[config.mk]
export PLATFORM = sky130hd
export DESIGN_NAME = uart_stim_tx
export DESIGN_NICKNAME = d
export VERILOG_FILES = /design/src/rtl/uart_stim_tx.sv
export SDC_FILE = /design/constraint.sdc
export NUM_CORES = 1
export LEC_CHECK = 0
export ABC_AREA = 1
export ABC_CLOCK_PERIOD_IN_PS = 6080
export BUFFER_PORTS_ARGS = -buffer_cell sky130_fd_sc_hd__buf_2
export CORE_MARGIN = 2
export CORE_UTILIZATION = 33
export CTS_BUF_LIST = sky130_fd_sc_hd__clkbuf_4
export DETAILED_ROUTE_END_ITERATION = 12
export PLACE_DENSITY_LB_ADDON = 0.08
export SETUP_SLACK_MARGIN = 0.05
export SYNTH_ARGS = -nofsm -noshare
export SYNTH_HDL_FRONTEND = slang
export SYNTH_SLANG_ARGS = --single-unit
[constraint.sdc]
create_clock -name clk_i -period 6.08 [get_ports clk_i]
set_input_delay 0.304 -clock clk_i [delete_from_list [all_inputs] [get_ports clk_i]]
set_output_delay 0.304 -clock clk_i [all_outputs]
set_load 0.02 [all_outputs]
[src/rtl/uart_stim_tx.sv]
// UART transmit stimulus source: a byte FIFO feeding a frame serialiser with
// configurable payload width, parity, stop bits and baud divisor.
module uart_stim_tx #(
  parameter int CLK_HZ     = 100_000_000,
  parameter int BAUD_RATE  = 115200,
  parameter int BAUD_DIV   = CLK_HZ / BAUD_RATE,
  parameter int DATA_BITS  = 8,
  parameter int PARITY     = 0,
  parameter int STOP_BITS  = 1,
  parameter int FIFO_DEPTH = 16
) (
  input  logic                          clk_i,
  input  logic                          rst_i,
  input  logic                          wr_valid_i,
  input  logic [DATA_BITS-1:0]          wr_data_i,
  output logic                          wr_ready_o,
  output logic                          tx_o,
  output logic                          busy_o,
  output logic                          frame_done_o,
  output logic [$clog2(FIFO_DEPTH):0]   fifo_count_o
);

  localparam int PTR_W    = $clog2(FIFO_DEPTH);
  localparam int CNT_FW   = PTR_W + 1;
  localparam int STOP_LEN = STOP_BITS * BAUD_DIV;
  localparam int CNT_W    = $clog2(STOP_LEN + 1);

  localparam logic [CNT_W-1:0]  BIT_LAST  = CNT_W'(BAUD_DIV - 1);
  localparam logic [CNT_W-1:0]  STOP_LAST = CNT_W'(STOP_LEN - 1);
  localparam logic [CNT_W-1:0]  STOP_PRE  = CNT_W'(STOP_LEN - 2);
  localparam logic [3:0]        DATA_LAST = 4'(DATA_BITS - 1);
  localparam logic [CNT_FW-1:0] FULL_CNT  = CNT_FW'(FIFO_DEPTH);
  localparam logic              PAR_ODD   = (PARITY == 1);

  if (DATA_BITS < 5 || DATA_BITS > 9) begin : g_bad_data_bits
    $error("uart_stim_tx: DATA_BITS must be in 5..9");
  end
  if (PARITY < 0 || PARITY > 2) begin : g_bad_parity
    $error("uart_stim_tx: PARITY must be 0, 1 or 2");
  end
  if (STOP_BITS < 1 || STOP_BITS > 2) begin : g_bad_stop_bits
    $error("uart_stim_tx: STOP_BITS must be 1 or 2");
  end
  if (BAUD_DIV < 2) begin : g_bad_baud_div
    $error("uart_stim_tx: BAUD_DIV must be at least 2");
  end
  if (FIFO_DEPTH < 2 || (FIFO_DEPTH & (FIFO_DEPTH - 1)) != 0) begin : g_bad_depth
    $error("uart_stim_tx: FIFO_DEPTH must be a power of 2, at least 2");
  end

  // ---------------------------------------------------------------- FIFO
  logic [DATA_BITS-1:0] fifo_mem [FIFO_DEPTH];
  logic [PTR_W-1:0]     wr_ptr_q;
  logic [PTR_W-1:0]     rd_ptr_q;
  logic [CNT_FW-1:0]    fifo_cnt_q;
  logic                 push;
  logic                 pop;

  // Ready comes from the registered count only, so a same-cycle pop never
  // opens a slot for a push.
  assign wr_ready_o   = (fifo_cnt_q < FULL_CNT);
  assign push         = wr_valid_i && wr_ready_o;
  assign fifo_count_o = fifo_cnt_q;

  always_ff @(posedge clk_i) begin
    if (push) begin
      fifo_mem[wr_ptr_q] <= wr_data_i;
    end
  end

  always_ff @(posedge clk_i) begin
    if (rst_i) begin
      wr_ptr_q   <= '0;
      rd_ptr_q   <= '0;
      fifo_cnt_q <= '0;
    end else begin
      if (push) begin
        wr_ptr_q <= wr_ptr_q + 1'b1;
      end
      if (pop) begin
        rd_ptr_q <= rd_ptr_q + 1'b1;
      end
      case ({push, pop})
        2'b10:   fifo_cnt_q <= fifo_cnt_q + 1'b1;
        2'b01:   fifo_cnt_q <= fifo_cnt_q - 1'b1;
        default: fifo_cnt_q <= fifo_cnt_q;
      endcase
    end
  end

  // ---------------------------------------------------------- serialiser
  typedef enum logic [2:0] {
    S_IDLE,
    S_START,
    S_DATA,
    S_PAR,
    S_STOP
  } state_t;

  state_t               state_q;
  logic [CNT_W-1:0]     cnt_q;
  logic [3:0]           bit_q;
  logic [DATA_BITS-1:0] data_q;
  logic                 par_q;
  logic                 tx_q;
  logic                 busy_q;
  logic                 done_q;
  logic                 bit_end;
  logic                 stop_end;

  assign bit_end  = (cnt_q == BIT_LAST);
  assign stop_end = (cnt_q == STOP_LAST);
  assign pop      = (fifo_cnt_q != '0) &&
                    ((state_q == S_IDLE) || ((state_q == S_STOP) && stop_end));

  assign tx_o         = tx_q;
  assign busy_o       = busy_q;
  assign frame_done_o = done_q;

  always_ff @(posedge clk_i) begin
    if (rst_i) begin
      state_q <= S_IDLE;
      cnt_q   <= '0;
      bit_q   <= '0;
      data_q  <= '0;
      par_q   <= 1'b0;
      tx_q    <= 1'b1;
      busy_q  <= 1'b0;
      done_q  <= 1'b0;
    end else begin
      done_q <= 1'b0;
      case (state_q)
        S_IDLE: begin
          if (pop) begin
            state_q <= S_START;
            cnt_q   <= '0;
            data_q  <= fifo_mem[rd_ptr_q];
            par_q   <= PAR_ODD;
            tx_q    <= 1'b0;
            busy_q  <= 1'b1;
          end
        end
        S_START: begin
          if (bit_end) begin
            state_q <= S_DATA;
            cnt_q   <= '0;
            bit_q   <= '0;
            tx_q    <= data_q[0];
          end else begin
            cnt_q <= cnt_q + 1'b1;
          end
        end
        S_DATA: begin
          // data_q[0] is always the bit on the line; parity accumulates as
          // each bit finishes, so it is ready when the last bit ends.
          if (bit_end) begin
            cnt_q <= '0;
            par_q <= par_q ^ data_q[0];
            if (bit_q == DATA_LAST) begin
              if (PARITY != 0) begin
                state_q <= S_PAR;
                tx_q    <= par_q ^ data_q[0];
              end else begin
                state_q <= S_STOP;
                tx_q    <= 1'b1;
              end
            end else begin
              bit_q  <= bit_q + 1'b1;
              data_q <= data_q >> 1;
              tx_q   <= data_q[1];
            end
          end else begin
            cnt_q <= cnt_q + 1'b1;
          end
        end
        S_PAR: begin
          if (bit_end) begin
            state_q <= S_STOP;
            cnt_q   <= '0;
            tx_q    <= 1'b1;
          end else begin
            cnt_q <= cnt_q + 1'b1;
          end
        end
        S_STOP: begin
          if (stop_end) begin
            cnt_q <= '0;
            if (pop) begin
              state_q <= S_START;
              data_q  <= fifo_mem[rd_ptr_q];
              par_q   <= PAR_ODD;
              tx_q    <= 1'b0;
            end else begin
              state_q <= S_IDLE;
              busy_q  <= 1'b0;
            end
          end else begin
            cnt_q <= cnt_q + 1'b1;
            if (cnt_q == STOP_PRE) begin
              done_q <= 1'b1;
            end
          end
        end
        default: begin
          state_q <= S_IDLE;
          tx_q    <= 1'b1;
          busy_q  <= 1'b0;
        end
      endcase
    end
  end

endmodule

==> results of run 1 <==
## worst paths after layout
path / slack [ns] / startpoint / cells past startpoint / endpoint
worst max-delay path: 3.36 / cnt_q[1]$_SDFFE_PP0P_ / 17 / fifo_count_o[4]$_SDFFE_PP0P_
worst min-delay path: 0.15 / wr_data_i[0] / 1 / fifo_mem[7][0]$_DFFE_PP_
worst min register to register: 0.48 / data_q[4]$_SDFFE_PP0P_ / 2 / data_q[4]$_SDFFE_PP0P_
worst max register to register: 3.36 / cnt_q[1]$_SDFFE_PP0P_ / 17 / fifo_count_o[4]$_SDFFE_PP0P_
## metal layers
layer | vias up | global-route usage, % | part of all wire, %
met5 | - | 0 | 0
met4 | 0 | 5.16 | 1.5
met3 | 17 | 2.42 | 2.7
li1 | 2542 | - | -
met2 | 78 | 25.6 | 47
met1 | 2507 | 21.9 | 49
## through the flow
stage	hold slack (ns)	setup WS, ns	util (%)	cell area, µm²	power, W
3_3_place_gp	0.454	3.45	34.7	7820	0.00248
6_report	0.147	3.36	35.8	8060	0.00305
3_5_place_dp	0.458	3.41	34.7	7820	0.00249
4_1_cts	0.0928	3.37	35.8	8060	0.00308
2_1_floorplan	0.394	3.68	-	7520	0.00224
5_1_grt	0.107	3.02	35.8	8060	0.00326
## state kept, by name, summed over array words and instances, names as in the netlist, named ones only
register / count
bit_q: 4
busy_o: 1
cnt_q: 10
data_q: 8
fifo_count_o: 5
fifo_mem: 128
frame_done_o: 1
rd_ptr_q: 4
state_q: 3
tx_o: 1
wr_ptr_q: 4
## power by group through the flow
stage                     clock [W]  sequential (W)  combinational, W
after floorplan                   0         0.00144          0.000800
after global placement            0         0.00144           0.00103
after detailed placement          0         0.00145           0.00104
after CTS                  0.000618         0.00142           0.00105
after global routing       0.000649         0.00143           0.00118
final                      0.000595         0.00142           0.00104
## layout by cell type (no fill, tap or decap), types with 4 or more instances in the layout
master	count
inv_1	49
a21oi_2	4
o21ai_0	59
inv_2	8
edfxtp_1	128
inv_6	5
dfxtp_1	44
a21oi_1	29
nand2_1	109
nor2_1	146
clkbuf_4	20
buf_2	19
nand2_2	4
ha_1	12
xor2_1	8
nand3_1	58
nor2_2	4
o211ai_1	17
## layout make-up
type | count | area [µm²] | area share [%]
clock buffers | 20 | 150 | 1.86
diodes | 1 | 2.50 | 0.0310
multi-input cells | 483 | 2390 | 29.7
inverters | 57 | 214 | 2.65
clock inverters | 12 | 88.8 | 1.10
flip-flops and latches | 173 | 4750 | 58.9
well taps | 285 | 357 | 4.42
repair buffers | 21 | 110 | 1.37
## cell families after synthesis
| logic type | after synthesis |
|---|---|
| AOI/OAI and AO/OA | 122 |
| xor gates and xnor gates | 9 |
| adders and majority gates | 12 |
| buffers and inverters | 89 |
| DFF | 173 |
| and+or+nand+nor | 340 |
==> impl_summary.txt, run 1 <==
----------------------------------------------------
[Outcome]
  Outcome ... finished clean

[Setup path]
  CP arrival ... 3.22 ns
  Kind of cell adding the most delay to the critical path ... simple AND/OR/NAND/NOR gates
  Slowest-stage cell, CP ... dfxtp_1
  Setup crit end kind ... register
  CP peak stage delay ... 0.41 ns
  Critical path's most frequent cell ... nand2_1
  Bufs and invs on worst path ... 1
  Startpoint Class ... register
  Crit path cell chain ... ha_1, nand2_1, nor2_2, nand2_2, nand2_2, nand2_4, inv_1, ha_1, xor2_1, ha_1, a21o_1, and3_1, nor2_1, nand2_1, nand2_1, nand2_1, a21oi_1
  Crit-path max FO ... 9
  Crit Path Category ... register to register
  Data required time of the worst path ... 6.59 ns

[Drt]
  DRC violation total after the first TritonRoute iteration ... 372
  Total length of routed wires ... 18.4 mm
  Via-per-instance ratio ... 4.89
  Initial DRT Pass Iterations ... 4
  Number of routed nets with antenna violations ... 0
  Post-detailed-route DRC marker count ... 0
  Vias ... 5144
  Detailed-route wire length per cell ... 17.5 µm

[Logic synthesis]
  Most area-consuming cells after synthesis ... edfxtp_1 51%, dfxtp_1 12%, nor2_1 7.3%
  Portion of the post-synthesis area used by sequential elements ... 63.1%
  Largest area contributor in the netlist ... edfxtp_1
  Simple-Gate Fraction of Synth Area ... 19.3%
  Most frequent cells after synthesis ... 146 x nor2_1, 128 x edfxtp_1, 109 x nand2_1
  Prevailing post-synth register cell ... edfxtp_1
  Post-synth design cell area ... 7520 µm²
  Dominant combinational cell family by area after synthesis ... simple AND/OR/NAND/NOR gates
  Proportion of synthesized area in mux cells ... 0%
  Post-synth EDFFs ... 128
  Synthesized area per cell ... 10.1 µm²
  Number of instances in the synthesized netlist ... 745
  Post-synthesis register bit count ... 173
  Parity-gate share of the synthesized area counting xor and xnor cells ... 1.05%
  Fraction of the mapped netlist area in adder cells ... 2.00%
  Most frequent cell after synthesis ... nor2_1
  Synth Net Count ... 768
  Fraction of the mapped netlist area in compound gates ... 9.47%
  Area fraction of the dominant cell type after synthesis ... 51.1%
  Yosys synthesis warning count ... 0
  Post-synthesis cell type count ... 40
  FFs w/ async S/R, synth ... 0%

[Power and ir drop]
  PD cells ... 378 nW/µm²
  Switching power total ... 0.00120 W
  Cell Int Power ... 0.00185 W
  Sw Ratio ... 39.4%
  Lkg Pwr ... 2.94 nW
  Combinational share of power ... 34.0%
  Portion of total power attributed to the clock network ... 19.5%
  Max VDD drop ... 0.185 mV
  Sequential power share ... 46.5%

[Place]
  Placer Congestion ... 0.787
  Estimated wirelength of the detail-placed design ... 11.4 mm
  Placed insts ... 1019
  # port buffers ... 19

[Timing]
  Total negative slack for setup checks ... 0 ns
  Tmin final ... 2.72 ns
  Total setup violations reported at the end of the flow ... 0
  Clock skew ... 0.0182 ns
  Number of max-slew violations in the final report ... 0
  Measured slew at the worst slew-check pin ... 1.07 ns
  Fin crit share ... 44.7%
  Max-slew headroom at the worst pin ... 28.1%
  Achievable frequency ... 368 MHz
  Setup repair after global routing missed its margin ... no
  Number of endpoints with negative hold slack in the final report ... 0

[GRT]
  Initial antenna violation count ... 1
  Remaining global-route overflow ... 0
  Maximum number of pins on one net before global-route repair ... 78
  Overall global routing resource usage ... 15.8%
  First-pass GRT wire length ... 28.7 mm
  Number of global-route vias before repair ... 5046

[Finish]
  Filler cells ... 2193
  Area growth from synthesis to layout ... 7.19%
  Fraction of final layout cells sized beyond drive strength 1 ... 11.0%
  Layout Nets ... 776
  Non-filler cells, final ... 1052

[CTS]
  Insertion delay to the later sink of the worst-skew pair ... 0.57 ns
  Clock transition at path regs ... 0.15 ns
  Clk Tree Root Cell ... clkbuf_4
  Max clock buf depth ... 2
  Resized Gates After CTS ... 0
  TritonCTS buffer count ... 17
  H-tree level count ... 4
  Cts-stage hold buffer count ... 0
  Buffers inserted by post-CTS timing repair ... 0
  Clock tree from TritonCTS ... yes
  Clock sink total ... 173

[Die]
  Total number of placement rows ... 55
  Top-level I/O count ... 20
  Initial core utilization ... 33.4%
  Die Y ... 155 µm
  Die ar. ... 24000 µm²
  Die Width ... 155 µm
  Core Footprint ... 22500 µm²

[Job]
  Max-Cap Viols ... 0

[Min path]
  Path type of the worst min-delay path ... input pin to register

----------------------------------------------------
Note: power is estimated with default switching activity, not from simulation.
==> inputs of run 2 (changes only) <==
--- a/config.mk
+++ b/config.mk
@@ -6,7 +6,7 @@
 export NUM_CORES = 1
 export LEC_CHECK = 0
 export ABC_AREA = 1
-export ABC_CLOCK_PERIOD_IN_PS = 6080
+export ABC_CLOCK_PERIOD_IN_PS = 2580
 export BUFFER_PORTS_ARGS = -buffer_cell sky130_fd_sc_hd__buf_2
 export CORE_MARGIN = 2
 export CORE_UTILIZATION = 33
==> constraint.sdc (replaced) <==
create_clock -name clk_i -period 2.58 [get_ports clk_i]
set_input_delay 0.129 -clock clk_i [delete_from_list [all_inputs] [get_ports clk_i]]
set_output_delay 0.129 -clock clk_i [all_outputs]
set_load 0.02 [all_outputs]
==> impl_summary.txt, run 2 (synthesized netlist as in run 1, its figures left out) <==
----------------------------------------------------
[Timing]
  Post-route setup slack ... 0.250 ns
  Max-slew headroom at the worst pin ... 50.3%
  Number of endpoints with negative hold slack in the final report ... 0
  Achievable frequency ... 429 MHz
  Tmin final ... 2.33 ns
  Setup repair after global routing missed its margin ... no
  Fin crit share ... 90.3%
  Clock skew ... 0.0199 ns
  Measured slew at the worst slew-check pin ... 0.744 ns
  Total negative slack for setup checks ... 0 ns
  Number of max-slew violations in the final report ... 0
  Total setup violations reported at the end of the flow ... 0

[GRT]
  First-pass GRT wire length ... 28.8 mm
  Overall global routing resource usage ... 15.9%
  Maximum number of pins on one net before global-route repair ... 77
  Remaining global-route overflow ... 0
  Number of global-route vias before repair ... 5141
  Initial antenna violation count ... 1

[Drt]
  Post-detailed-route DRC marker count ... 0
  Number of routed nets with antenna violations ... 0
  DRC violation total after the first TritonRoute iteration ... 297
  Total length of routed wires ... 18.4 mm
  Detailed-route wire length per cell ... 16.9 µm
  Initial DRT Pass Iterations ... 5
  Vias ... 5262
  Via-per-instance ratio ... 4.83

[Die]
  Core Footprint ... 22500 µm²
  Top-level I/O count ... 20
  Total number of placement rows ... 55
  Die Y ... 155 µm
  Die Width ... 155 µm
  Initial core utilization ... 33.4%
  Die ar. ... 24000 µm²

[Min path]
  Cells on Worst Hold Path ... 3
  Start point of the worst hold path ... wr_valid_i
  Path type of the worst min-delay path ... input pin to register

[Setup path]
  Worst setup path end ... fifo_count_o[4]$_SDFFE_PP0P_
  Crit path cell chain ... ha_2, nand2_1, nor2_2, nand2_2, nand2_4, nand2_4, inv_1, ha_4, xor2_2, ha_1, a21o_1, and3_1, o21bai_1, nand2_1, nand2_1, a21oi_1
  Data required time of the worst path ... 3.01 ns
  Crit-path max FO ... 4
  Worst reg-to-reg path cell count ... 16
  Crit Path Category ... register to register
  CP arrival ... 2.76 ns
  Origin of the critical flop-to-flop path ... cnt_q[1]$_SDFFE_PP0P_
  Setup crit end kind ... register
  CP peak stage delay ... 0.37 ns
  Capture instance of the worst register-to-register path ... fifo_count_o[4]$_SDFFE_PP0P_
  Internal reg-to-reg setup slack ... 0.25 ns
  Startpoint Class ... register
  Critical Path Source ... cnt_q[1]$_SDFFE_PP0P_
  Slowest-stage cell, CP ... dfxtp_2
  Critical path's most frequent cell ... nand2_1

[CTS]
  Clock sink total ... 173
  Clk Tree Root Cell ... clkbuf_4
  TritonCTS buffer count ... 17
  Clock tree from TritonCTS ... yes
  H-tree level count ... 4
  Clock transition at path regs ... 0.15 ns
  Insertion delay to the later sink of the worst-skew pair ... 0.55 ns
  Max clock buf depth ... 2

[Job]
  Max-Cap Viols ... 0

[Power and ir drop]
  Max VDD drop ... 0.503 mV
  Overall power after layout ... 0.00771 W
  PD cells ... 907 nW/µm²
  Lkg Pwr ... 3.17 nW

[Place]
  Placer Congestion ... 0.814
  Area after detailed placement ... 8040 µm²
  Estimated wirelength of the detail-placed design ... 11.9 mm
  Minimum setup slack after placement ... 0.0629 ns
  # port buffers ... 19

[Finish]
  Area of combinational cells with multiple inputs ... 2420 µm²
  Fraction of final layout cells sized beyond drive strength 1 ... 14.7%
  Layout Nets ... 813
  Most common cell after layout, fill and taps aside ... nor2_1
  Filler cells ... 2220
  Area used by sequential logic in the layout ... 4750 µm²
  Number of flip-flops in the largest register ... 128
  Area growth from synthesis to layout ... 13.1%
  Commonest cells after routing, fill and taps aside ... 146 x nor2_1, 128 x edfxtp_1, 108 x nand2_1
  Register ranked first by flip-flop count ... fifo_mem
  Fin area ... 8500 µm²
  Top flop regs ... fifo_mem (128), cnt_q (10), data_q (8)

[Outcome]
  Outcome ... finished clean

----------------------------------------------------
## run 2: cell types whose count changed in the layout (fill, tap and decap cells not counted), sizes merged
cell         previous run  this run
inv                    62        64
clkinvlp                3         1
bufinv                  0         3
clkbuf                 20        17
dlygate4sd3             0         9
buf                    21        49
## run 2: worst min-delay path by stage
stage               slack (ns)                       end
finish                    0.10  wr_ptr_q[1]$_SDFFE_PP0P_
detailed placement        0.46    data_q[3]$_SDFFE_PP0P_
floorplan                 0.22  wr_ptr_q[3]$_SDFFE_PP0P_
global placement          0.46    data_q[3]$_SDFFE_PP0P_
CTS                      0.004  wr_ptr_q[1]$_SDFFE_PP0P_
global route              0.07  wr_ptr_q[1]$_SDFFE_PP0P_
## run 2: critical path, delay by kind of cell, from the launching register on
kind / cells / cell delay [ns]
AOI/OAI and AO/OA: 3 / 0.37
xor gates and xnor gates: 1 / 0.07
adders and majority gates: 3 / 0.57
buffers and inverters: 1 / 0.11
DFF: 1 / 0.37
and+or+nand+nor: 8 / 0.74
## run 2: cell type report
cell class | instances | area share [%]
Multi-Input combinational cell | 483 | 28.5
Inverter | 57 | 2.52
Antenna cell | 1 | 0.0294
Clock buffer | 17 | 1.50
Timing Repair Buffer | 58 | 5.27
Clock inverter | 15 | 2.13
Tap cell | 285 | 4.19
Sequential cell | 173 | 55.9
## run 2: layer usage
metal / vias up / routed length (µm) / track usage (%)
met4: 0 / 188 / 4.94
li1: 2619 / - / -
met3: 11 / 692 / 2.34
met5: - / 0 / 0
met2: 72 / 8790 / 26.6
met1: 2560 / 8710 / 21.4
## run 2: stage by stage
step	utilization, %	hold WS [ns]	std cells
finish	37.8	0.101	1089
global route	37.8	0.0749	1089
CTS	37.5	0.00393	1085
detailed placement	35.7	0.462	1044
global placement	35.7	0.455	1044
floorplan	-	0.219	745
## run 2: power by group
group,total [W],switching [W],internal (W)
clock network,0.00169,0.00100,0.000691
registers,0.00332,0.000131,0.00319
logic,0.00270,0.00178,0.000919
total,0.00771,0.00291,0.00480
## run 2: timing repair
action | 4_1_cts | 5_1_grt
resized for setup | 0 | 10
setup buffers | 0 | 3
hold buffers | 9 | 0
endpoints found under the hold margin | 129 | 0
setup endpoints to repair | 0 | 3
==> inputs of run 3 (changes only) <==
--- a/config.mk
+++ b/config.mk
@@ -12,6 +12,7 @@
 export CORE_UTILIZATION = 33
 export CTS_BUF_LIST = sky130_fd_sc_hd__clkbuf_4
 export DETAILED_ROUTE_END_ITERATION = 12
+export GPL_TIMING_DRIVEN = 0
 export PLACE_DENSITY_LB_ADDON = 0.08
 export SETUP_SLACK_MARGIN = 0.05
 export SYNTH_ARGS = -nofsm -noshare
==> impl_summary.txt, run 3 (synthesized netlist as in run 1, its figures left out) <==
----------------------------------------------------
[CTS]
  H-tree level count ... 4
  Clk Tree Root Cell ... clkbuf_4
  Max clock buf depth ... 2
  TritonCTS buffer count ... 17
  Clock tree from TritonCTS ... yes
  Insertion delay to the later sink of the worst-skew pair ... 0.58 ns
  Clock sink total ... 173
  Clock transition at path regs ... 0.18 ns

[Timing]
  Post-route setup slack ... 0.233 ns
  Number of max-slew violations in the final report ... 0
  Number of endpoints with negative hold slack in the final report ... 0
  Tmin final ... 2.35 ns
  Max-slew headroom at the worst pin ... 35.4%
  Total setup violations reported at the end of the flow ... 0
  Fin crit share ... 91.0%
  Achievable frequency ... 426 MHz
  Worst Hold Slack ... 0.0483 ns
  Setup repair after global routing missed its margin ... no
  Measured slew at the worst slew-check pin ... 0.965 ns
  Clock skew ... 0.0310 ns

[GRT]
  Maximum number of pins on one net before global-route repair ... 21
  Remaining global-route overflow ... 0
  Number of global-route vias before repair ... 5144
  Initial antenna violation count ... 1
  Overall global routing resource usage ... 17.0%
  First-pass GRT wire length ... 30.2 mm

[Place]
  Placer Congestion ... 0.845
  # port buffers ... 19
  Minimum setup slack after placement ... -0.148 ns
  Estimated wirelength of the detail-placed design ... 13.8 mm
  Area after detailed placement ... 7970 µm²
  Placed insts ... 1049

[Finish]
  Non-filler cells, final ... 1096
  Fin area ... 8520 µm²
  Register ranked first by flip-flop count ... fifo_mem
  Filler cells ... 2232
  Layout Nets ... 820
  Most common cell after layout, fill and taps aside ... nor2_1
  Fraction of final layout cells sized beyond drive strength 1 ... 14.4%
  Area growth from synthesis to layout ... 13.3%
  Top flop regs ... fifo_mem (128), cnt_q (10), data_q (8)
  Commonest cells after routing, fill and taps aside ... 145 x nor2_1, 128 x edfxtp_1, 108 x nand2_1
  Number of flip-flops in the largest register ... 128

[Setup path]
  Data required time of the worst path ... 3.05 ns
  CP arrival ... 2.82 ns
  Setup crit end kind ... register
  Crit Path Category ... register to register
  Crit-path max FO ... 6
  Startpoint Class ... register

[Power and ir drop]
  Max VDD drop ... 0.350 mV
  PD cells ... 938 nW/µm²
  Lkg Pwr ... 3.16 nW

[Outcome]
  Outcome ... finished clean

[Die]
  Die Y ... 155 µm
  Die Width ... 155 µm
  Initial core utilization ... 33.4%
  Total number of placement rows ... 55
  Die ar. ... 24000 µm²
  Core Footprint ... 22500 µm²
  Top-level I/O count ... 20

[Drt]
  Detailed-route wire length per cell ... 18.3 µm
  DRC violation total after the first TritonRoute iteration ... 483
  Via-per-instance ratio ... 4.84
  Total length of routed wires ... 20.0 mm
  Initial DRT Pass Iterations ... 5
  Post-detailed-route DRC marker count ... 0
  Number of routed nets with antenna violations ... 0
  Vias ... 5302

[Job]
  Max-Cap Viols ... 0

[Min path]
  Path type of the worst min-delay path ... input pin to register

----------------------------------------------------
run 3: cell count changes in the layout (fill, tap and decap cells not counted), moves of 4 or more:
cell and change:
clkinv_8 +7, buf_2 +12, clkbuf_1 +13, buf_4 -17, inv_6 -4
run 3: worst paths after layout:
| kind | start | slack [ns] | endpoint | cells past startpoint |
|---|---|---|---|---|
| setup / recovery | cnt_q[1]$_SDFFE_PP0P_ | 0.23 | fifo_count_o[4]$_SDFFE_PP0P_ | 17 |
| hold / removal | wr_valid_i | 0.05 | wr_ptr_q[1]$_SDFFE_PP0P_ | 3 |
| hold reg to reg | data_q[2]$_SDFFE_PP0P_ | 0.48 | data_q[2]$_SDFFE_PP0P_ | 2 |
| setup reg to reg | cnt_q[1]$_SDFFE_PP0P_ | 0.23 | fifo_count_o[4]$_SDFFE_PP0P_ | 17 |
run 3: metal layers:
metal / vias to the layer above / part of all wire (%) / track usage [%]
met4: 0 / 1.1 / 4.06
met3: 11 / 4.6 / 3.04
li1: 2639 / - / -
met5: - / 0 / 0
met2: 113 / 47 / 27.7
met1: 2539 / 47 / 23.6
run 3: layout make-up:
cell class	count	area [µm²]	share of cell area [%]
antenna	1	2.50	0.0294
buffer	32	169	1.98
clock buffer	17	128	1.50
clock inverter	15	215	2.53
inverter	57	219	2.57
multi-input combinational	483	2450	28.8
sequential	173	4760	55.8
tap	285	357	4.19
timing repair buffer	33	223	2.61
run 3: power breakdown:
group          switching (W)  internal (W)
logic                0.00198      0.000964
registers           0.000128       0.00320
clock network        0.00116      0.000564
run 3: worst max-delay path, stage by stage (launching register included):
cell and delay (ns):
dfxtp_2 0.40, ha_4 0.16, nand2_1 0.06, nor2_2 0.13
nand2_4 0.09, nand2_4 0.11, nand2_8 0.08, inv_6 0.08
ha_4 0.16, xor2_1 0.20, ha_1 0.19, a21o_1 0.12
and3_1 0.18, nor2_1 0.04, nand2_1 0.06, nand2_1 0.05
nand2_1 0.05, a21oi_1 0.06
run 3: through the flow:
stage / TNS, ns / total power [W] / util [%]
3_3_place_gp: -0.132 / 0.00613 / 35.4
6_report: 0 / 0.00799 / 37.9
5_1_grt: 0 / 0.00852 / 37.9
3_5_place_dp: -0.158 / 0.00615 / 35.4
4_1_cts: 0 / 0.00793 / 37.4
2_1_floorplan: 0 / 0.00528 / -
run 3: repair_timing:
| action | 4_1_cts | 5_1_grt |
|---|---|---|
| setup buffers | 0 | 5 |
| endpoints found under the setup margin | 3 | 3 |
| endpoints found under the hold margin | 123 | 0 |
| pin swaps | 0 | 1 |
| hold buffers | 9 | 0 |
| gates resized for setup | 5 | 16 |
